`config.mk`:
```
export PLATFORM = sky130hd
export DESIGN_NAME = ldsel_ctrl_flat
export DESIGN_NICKNAME = d
export VERILOG_FILES = /design/src/rtl/ldsel_ctrl_if.sv /design/src/rtl/ldsel_ctrl.sv /design/src/flat_wrapper.sv
export SDC_FILE = /design/constraint.sdc
export NUM_CORES = 1
export LEC_CHECK = 0
export ABC_CLOCK_PERIOD_IN_PS = 2400
export CORE_ASPECT_RATIO = 0.9
export CORE_MARGIN = 4
export CORE_UTILIZATION = 35
export CTS_CLUSTER_SIZE = 16
export DETAILED_ROUTE_END_ITERATION = 8
export DONT_BUFFER_PORTS = 1
export PLACE_DENSITY = 0.63
export SLEW_MARGIN = 0
export SYNTH_ARGS = -nofsm -noshare
export SYNTH_HDL_FRONTEND = slang
export SYNTH_SLANG_ARGS = --single-unit
```
`constraint.sdc`:
```
create_clock -name clk -period 2.4 [get_ports clk]
set_input_delay 0.48 -clock clk [delete_from_list [all_inputs] [get_ports clk]]
set_output_delay 0.48 -clock clk [all_outputs]
set_load 0.005 [all_outputs]
```
`src/rtl/ldsel_ctrl_if.sv`:
```
// ldsel_ctrl_if: request, memory-read and response signals of the load-path controller.
`default_nettype none

interface ldsel_ctrl_if #(
  parameter int ADDR_WIDTH = 32
);
  logic                  req_valid;
  logic                  req_ready;
  logic [ADDR_WIDTH-1:0] req_addr;
  logic [1:0]            req_size;
  logic                  req_signed;

  logic                  mem_rd;
  logic [ADDR_WIDTH-1:0] mem_addr;
  logic                  mem_ack;
  logic [31:0]           mem_rdata;

  logic                  rsp_valid;
  logic                  rsp_ready;
  logic [31:0]           rsp_data;
  logic                  rsp_err;

  // Controller side.
  modport slave (
    input  req_valid, req_addr, req_size, req_signed,
    input  mem_ack, mem_rdata, rsp_ready,
    output req_ready, mem_rd, mem_addr,
    output rsp_valid, rsp_data, rsp_err
  );

  // Core plus memory side.
  modport master (
    output req_valid, req_addr, req_size, req_signed,
    output mem_ack, mem_rdata, rsp_ready,
    input  req_ready, mem_rd, mem_addr,
    input  rsp_valid, rsp_data, rsp_err
  );
endinterface

`default_nettype wire

```
`src/rtl/ldsel_ctrl.sv`:
```
// ldsel_ctrl: one-at-a-time load controller with byte/halfword lane select and extension.
// Revision 1.0
`default_nettype none

module ldsel_ctrl #(
  parameter int ADDR_WIDTH = 32
) (
  input  wire logic    clk,
  input  wire logic    rst,
  ldsel_ctrl_if.slave  bus
);

  typedef enum logic [1:0] {
    IDLE = 2'd0,
    MEM  = 2'd1,
    RSP  = 2'd2
  } state_t;

  state_t                state;
  state_t                state_next;

  logic [1:0]            lo_addr;
  logic [1:0]            lo_addr_next;
  logic [1:0]            size;
  logic [1:0]            size_next;
  logic                  sgn;
  logic                  sgn_next;

  logic                  mem_rd;
  logic                  mem_rd_next;
  logic [ADDR_WIDTH-1:0] mem_addr;
  logic [ADDR_WIDTH-1:0] mem_addr_next;
  logic                  rsp_valid;
  logic                  rsp_valid_next;
  logic [31:0]           rsp_data;
  logic [31:0]           rsp_data_next;
  logic                  rsp_err;
  logic                  rsp_err_next;

  logic                  req_bad;
  logic [31:0]           load_result;

  function automatic logic [31:0] extract_lane(
    input logic [31:0] word,
    input logic [1:0]  a,
    input logic [1:0]  sz,
    input logic        s
  );
    logic [7:0]  b;
    logic [15:0] h;
    case (a)
      2'd0:    b = word[7:0];
      2'd1:    b = word[15:8];
      2'd2:    b = word[23:16];
      default: b = word[31:24];
    endcase
    h = a[1] ? word[31:16] : word[15:0];
    case (sz)
      2'd0:    extract_lane = {{24{s & b[7]}}, b};
      2'd1:    extract_lane = {{16{s & h[15]}}, h};
      default: extract_lane = word;
    endcase
  endfunction

  always_comb begin
    req_bad = 1'b0;
    case (bus.req_size)
      2'd1:    req_bad = bus.req_addr[0];
      2'd2:    req_bad = |bus.req_addr[1:0];
      2'd3:    req_bad = 1'b1;
      default: req_bad = 1'b0;
    endcase
  end

  assign load_result = extract_lane(bus.mem_rdata, lo_addr, size, sgn);

  always_comb begin
    state_next     = state;
    lo_addr_next   = lo_addr;
    size_next      = size;
    sgn_next       = sgn;
    mem_rd_next    = mem_rd;
    mem_addr_next  = mem_addr;
    rsp_valid_next = rsp_valid;
    rsp_data_next  = rsp_data;
    rsp_err_next   = rsp_err;

    case (state)
      IDLE: begin
        if (bus.req_valid) begin
          lo_addr_next = bus.req_addr[1:0];
          size_next    = bus.req_size;
          sgn_next     = bus.req_signed;
          rsp_err_next = 1'b0;
          if (req_bad) begin
            // Rejected requests never touch memory; answer straight away.
            state_next     = RSP;
            rsp_valid_next = 1'b1;
            rsp_err_next   = 1'b1;
            rsp_data_next  = 32'd0;
          end else begin
            state_next    = MEM;
            mem_rd_next   = 1'b1;
            mem_addr_next = {bus.req_addr[ADDR_WIDTH-1:2], 2'b00};
          end
        end
      end
      MEM: begin
        if (bus.mem_ack) begin
          state_next     = RSP;
          mem_rd_next    = 1'b0;
          rsp_valid_next = 1'b1;
          rsp_data_next  = load_result;
        end
      end
      RSP: begin
        if (bus.rsp_ready) begin
          state_next     = IDLE;
          rsp_valid_next = 1'b0;
        end
      end
      default: begin
        state_next     = IDLE;
        mem_rd_next    = 1'b0;
        rsp_valid_next = 1'b0;
      end
    endcase
  end

  always_ff @(posedge clk or posedge rst) begin
    if (rst) begin
      state     <= IDLE;
      lo_addr   <= 2'd0;
      size      <= 2'd0;
      sgn       <= 1'b0;
      mem_rd    <= 1'b0;
      mem_addr  <= '0;
      rsp_valid <= 1'b0;
      rsp_data  <= 32'd0;
      rsp_err   <= 1'b0;
    end else begin
      state     <= state_next;
      lo_addr   <= lo_addr_next;
      size      <= size_next;
      sgn       <= sgn_next;
      mem_rd    <= mem_rd_next;
      mem_addr  <= mem_addr_next;
      rsp_valid <= rsp_valid_next;
      rsp_data  <= rsp_data_next;
      rsp_err   <= rsp_err_next;
    end
  end

  assign bus.req_ready = (state == IDLE);
  assign bus.mem_rd    = mem_rd;
  assign bus.mem_addr  = mem_addr;
  assign bus.rsp_valid = rsp_valid;
  assign bus.rsp_data  = rsp_data;
  assign bus.rsp_err   = rsp_err;

endmodule

`default_nettype wire

```
`src/flat_wrapper.sv`:
```
// flat-port wrapper written by rule: the top's interface ports become plain ports
module ldsel_ctrl_flat 
#(
  parameter int ADDR_WIDTH = 32
)
  (clk, rst, bus_req_valid, bus_req_addr, bus_req_size, bus_req_signed, bus_mem_ack, bus_mem_rdata, bus_rsp_ready, bus_req_ready, bus_mem_rd, bus_mem_addr, bus_rsp_valid, bus_rsp_data, bus_rsp_err);
  ldsel_ctrl_if #(.ADDR_WIDTH(ADDR_WIDTH)) bus_i ();
  input  wire logic clk;
  input  wire logic rst;
  input wire logic [$bits(bus_i.req_valid)-1:0] bus_req_valid;
  input wire logic [$bits(bus_i.req_addr)-1:0] bus_req_addr;
  input wire logic [$bits(bus_i.req_size)-1:0] bus_req_size;
  input wire logic [$bits(bus_i.req_signed)-1:0] bus_req_signed;
  input wire logic [$bits(bus_i.mem_ack)-1:0] bus_mem_ack;
  input wire logic [$bits(bus_i.mem_rdata)-1:0] bus_mem_rdata;
  input wire logic [$bits(bus_i.rsp_ready)-1:0] bus_rsp_ready;
  output wire logic [$bits(bus_i.req_ready)-1:0] bus_req_ready;
  output wire logic [$bits(bus_i.mem_rd)-1:0] bus_mem_rd;
  output wire logic [$bits(bus_i.mem_addr)-1:0] bus_mem_addr;
  output wire logic [$bits(bus_i.rsp_valid)-1:0] bus_rsp_valid;
  output wire logic [$bits(bus_i.rsp_data)-1:0] bus_rsp_data;
  output wire logic [$bits(bus_i.rsp_err)-1:0] bus_rsp_err;
  assign bus_i.req_valid = bus_req_valid;
  assign bus_i.req_addr = bus_req_addr;
  assign bus_i.req_size = bus_req_size;
  assign bus_i.req_signed = bus_req_signed;
  assign bus_i.mem_ack = bus_mem_ack;
  assign bus_i.mem_rdata = bus_mem_rdata;
  assign bus_i.rsp_ready = bus_rsp_ready;
  assign bus_req_ready = bus_i.req_ready;
  assign bus_mem_rd = bus_i.mem_rd;
  assign bus_mem_addr = bus_i.mem_addr;
  assign bus_rsp_valid = bus_i.rsp_valid;
  assign bus_rsp_data = bus_i.rsp_data;
  assign bus_rsp_err = bus_i.rsp_err;
  ldsel_ctrl #(.ADDR_WIDTH(ADDR_WIDTH)) u_core (.clk(clk), .rst(rst), .bus(bus_i));
endmodule
```
==> results.py <==
metrics = {
    "place": {
        "io_buffers": 0,
        "place_ws_ns": 0.560,
        "routabilityCongestion": 0.815,
        "dpl.hpwl_um": 6780,
        "place_area_um2": 3600,
    },
    "timing": {
        "period_needed_ns": 1.84,
        "timing.final.crit_share_pct": 76.7,
        "max-slew-margin-rel_pct": 55.2,
        "tightestPinTransition_ns": 0.671,
        "slew_viol_final": 0,
        "setup_viol": 0,
        "tns_ns": 0,
        "clock_skew_ns": 0.00755,
        "layout_setup_ws_ns": 0.559,
        "rsz0062_at_grt": "false",
        "hold_viol": 0,
        "max_freq_mhz": 543,
    },
    "power": {
        "finalPower_mw": 5.12,
        "power.density_nw_per_um2": 1330,
        "p_leak_nw": 1.70,
        "ir_drop_v": 0.000385,
    },
    "route": {
        "viasPerCell": 5.36,
        "wl_per_cell_um": 20.5,
        "drc": 0,
        "vias": 2342,
        "drtIter0Drc": 216,
        "routed_wirelength_um": 8980,
        "first_pass_iters": 5,
        "antenna_left": 0,
    },
    "cts": {
        "cts_hold_buf": 0,
        "numCtsBuffers": 9,
        "htree_levels": 3,
        "cts_tree": "done",
        "ctsResizeCount": 0,
        "cts_root_buf": "clkbuf_8",
        "clock_path_buffers": 2,
        "clk_pin_slew_worst_paths_ns": 0.08,
        "clock-sinks": 72,
        "clock_latency_ns": 0.34,
        "postCtsSetupBuffers": 0,
    },
    "synth": {
        "synth_area_per_cell_um2": 11.4,
        "syn_area_um2": 3510,
        "synth_top_area_share_pct": 51.3,
        "yosysSeqAreaShare_pct": 51.3,
        "synthCells": 309,
        "synth_warnings": 0,
        "ys_top_cells_by_area": "dfrtp_1 (51%), mux2_2 (9.6%), nand2_1 (4.9%)",
        "ys_ff_latch": 72,
        "ys_types": 43,
        "post-synth-top-area-cell": "dfrtp_1",
    },
    "layout": {
        "design_area_um2": 3850,
        "syn2layout_area_growth_pct": 9.47,
        "nets": 378,
        "antennaDiodeCount": 0,
        "drive_above_1_share_pct": 22.5,
    },
    "worst_setup_path": {
        "reg2regPathDepth": 5,
        "r2r-start": "u_core.state[1]$_DFFE_PP0P_",
        "ff2ff_setup_slack_ns": 0.56,
        "start_kind": "flop",
        "crit_fanout": 18,
        "slowest_delay_ns": 0.55,
        "crit_start": "u_core.state[1]$_DFFE_PP0P_",
        "path_cells": "and3b_1 > a31oi_4 > buf_12 > nand2_1 > o31ai_1",
        "required_ns": 2.64,
        "critPathArrivalTime_ns": 2.08,
        "critPathKind": "flop to flop",
        "crit_family": "compound AO/OA/AOI/OAI gates",
        "slowest_stage": "a31oi_4",
        "worstSetupPathDepth": 5,
        "crit_buf_inv": 1,
        "r2r-end": "u_core.bus.rsp_data[24]$_DFFE_PP0P_",
        "crit_end": "u_core.bus.rsp_data[24]$_DFFE_PP0P_",
        "endpoint_kind": "flop",
    },
    "die": {
        "die_w_um": 114,
        "die_h_um": 103,
        "die-area_um2": 11700,
        "start_util_pct": 36.1,
        "io_pins": 140,
        "core_area_um2": 9740,
        "rows": 34,
    },
    "global_route": {
        "grt_pass1_wl_um": 13800,
        "antenna_found_initial": 0,
        "grt_overflow": 0,
        "grt_usage_pct": 15.1,
        "grt_pass1_vias": 2362,
        "grt_max_degree": 43,
    },
    "worst_hold_path": {
        "hp-class": "primary input to asynchronous set/reset pin",
    },
    "outcome": {
        "outcome": "complete, no violations",
    },
    "run": {
        "drv_cap": 0,
    },
}
state kept, by name (all words and copies together) (netlist names):
register,cells
u_core.size,2
u_core.bus.mem_rd,1
u_core.bus.rsp_valid,1
u_core.lo_addr,2
u_core.bus.rsp_data,32
u_core.state,2
u_core.bus.mem_addr,30
u_core.bus.rsp_err,1
u_core.sgn,1
Yosys cell counts (all sizes together):
| master | number |
|---|---|
| nor3b | 2 |
| or2 | 1 |
| a211oi | 6 |
| or3 | 1 |
| inv | 5 |
| a222oi | 3 |
| nor2b | 24 |
| or3b | 1 |
| a211o | 8 |
| o31ai | 16 |
| mux2i | 9 |
| nor2 | 6 |
| nand2 | 48 |
| a22oi | 1 |
| a32oi | 1 |
| a21o | 2 |
| buf | 22 |
| and4 | 1 |
| a2111oi | 1 |
| clkbuf | 4 |
| conb | 1 |
| and2 | 4 |
| mux2 | 30 |
| o2bb2ai | 1 |
| and3b | 2 |
| a21oi | 9 |
| nand3 | 6 |
| a221oi | 1 |
| a31oi | 6 |
| nand2b | 1 |
| o21ai | 3 |
| a22o | 7 |
| o221ai | 2 |
| dfrtp | 72 |
| a311oi | 2 |
through the flow:
stage / instances / utilization [%] / hold WS (ns)
floorplan: 310 / - / 0.471
global placement: 421 / 37.0 / 0.482
detailed placement: 421 / 37.0 / 0.500
CTS: 437 / 39.5 / 0.121
global route: 437 / 39.5 / 0.147
finish: 437 / 39.5 / 0.102
cell usage in the layout, fill, tap and decap left out, types with 2 or more instances in the layout:
| cell type | synthesis | layout |
|---|---|---|
| a211o_1 | 8 | 8 |
| a211oi_1 | 3 | 3 |
| a211oi_2 | 3 | 3 |
| a21o_1 | 2 | 2 |
| a21oi_1 | 8 | 8 |
| a222oi_1 | 3 | 3 |
| a22o_1 | 7 | 7 |
| a31oi_1 | 5 | 5 |
| and2_1 | 4 | 4 |
| and3b_1 | 2 | 2 |
| buf_12 | 0 | 2 |
| buf_4 | 5 | 9 |
| bufinv_16 | 0 | 3 |
| clkbuf_8 | 0 | 10 |
| conb_1 | 1 | 2 |
| dfrtp_1 | 72 | 72 |
| inv_1 | 5 | 4 |
| mux2_2 | 30 | 30 |
| mux2i_1 | 9 | 9 |
| nand2_1 | 46 | 46 |
| nand2_2 | 2 | 2 |
| nand3_1 | 6 | 6 |
| nor2_1 | 6 | 6 |
| nor2b_1 | 24 | 24 |
| o21ai_0 | 3 | 3 |
| o221ai_1 | 2 | 2 |
| o31ai_1 | 16 | 16 |
per-layer routing:
layer	wire, um	global-route usage [%]
met5	0	0
met4	144	4.44
met3	705	5.52
met2	4380	23.3
met1	3750	20.0
kinds of logic (layout without fill, tap and decap cells):
| kind of cell | Yosys count | in the layout | synth area share, % |
|---|---|---|---|
| buf+inv | 31 | 32 | 5.70 |
| mux | 39 | 39 | 12.2 |
| other cells | 1 | 2 | 0.107 |
| compound gates | 69 | 69 | 16.5 |
| flops | 72 | 72 | 51.3 |
| simple gates | 97 | 97 | 14.2 |
cell type report:
class,count,area (um^2)
well taps,126,158
inverters,5,18.8
repair buffers,11,108
multi-input cells,207,1520
flip-flops and latches,72,1800
clock inverters,5,104
clock buffers,11,141
fillers,959,5890
report_power, final:
part	switching, mW	internal [mW]
combinational	0.835	0.776
sequential	0.553	1.79
clock	0.447	0.720
how the worst min path moves through the flow:
stage,startpoint,to,slack (ns),cells past startpoint
2_1_floorplan,u_core.bus.rsp_data[25]$_DFFE_PP0P_,u_core.bus.rsp_data[25]$_DFFE_PP0P_,0.47,2
3_3_place_gp,rst,u_core.bus.mem_addr[11]$_DFFE_PP0P_,0.48,1
3_5_place_dp,rst,u_core.bus.mem_addr[11]$_DFFE_PP0P_,0.50,1
4_1_cts,rst,u_core.bus.mem_addr[7]$_DFFE_PP0P_,0.12,1
5_1_grt,rst,u_core.bus.mem_addr[24]$_DFFE_PP0P_,0.15,1
6_report,rst,u_core.bus.mem_addr[24]$_DFFE_PP0P_,0.10,1
(Power assumes the default switching activity.)
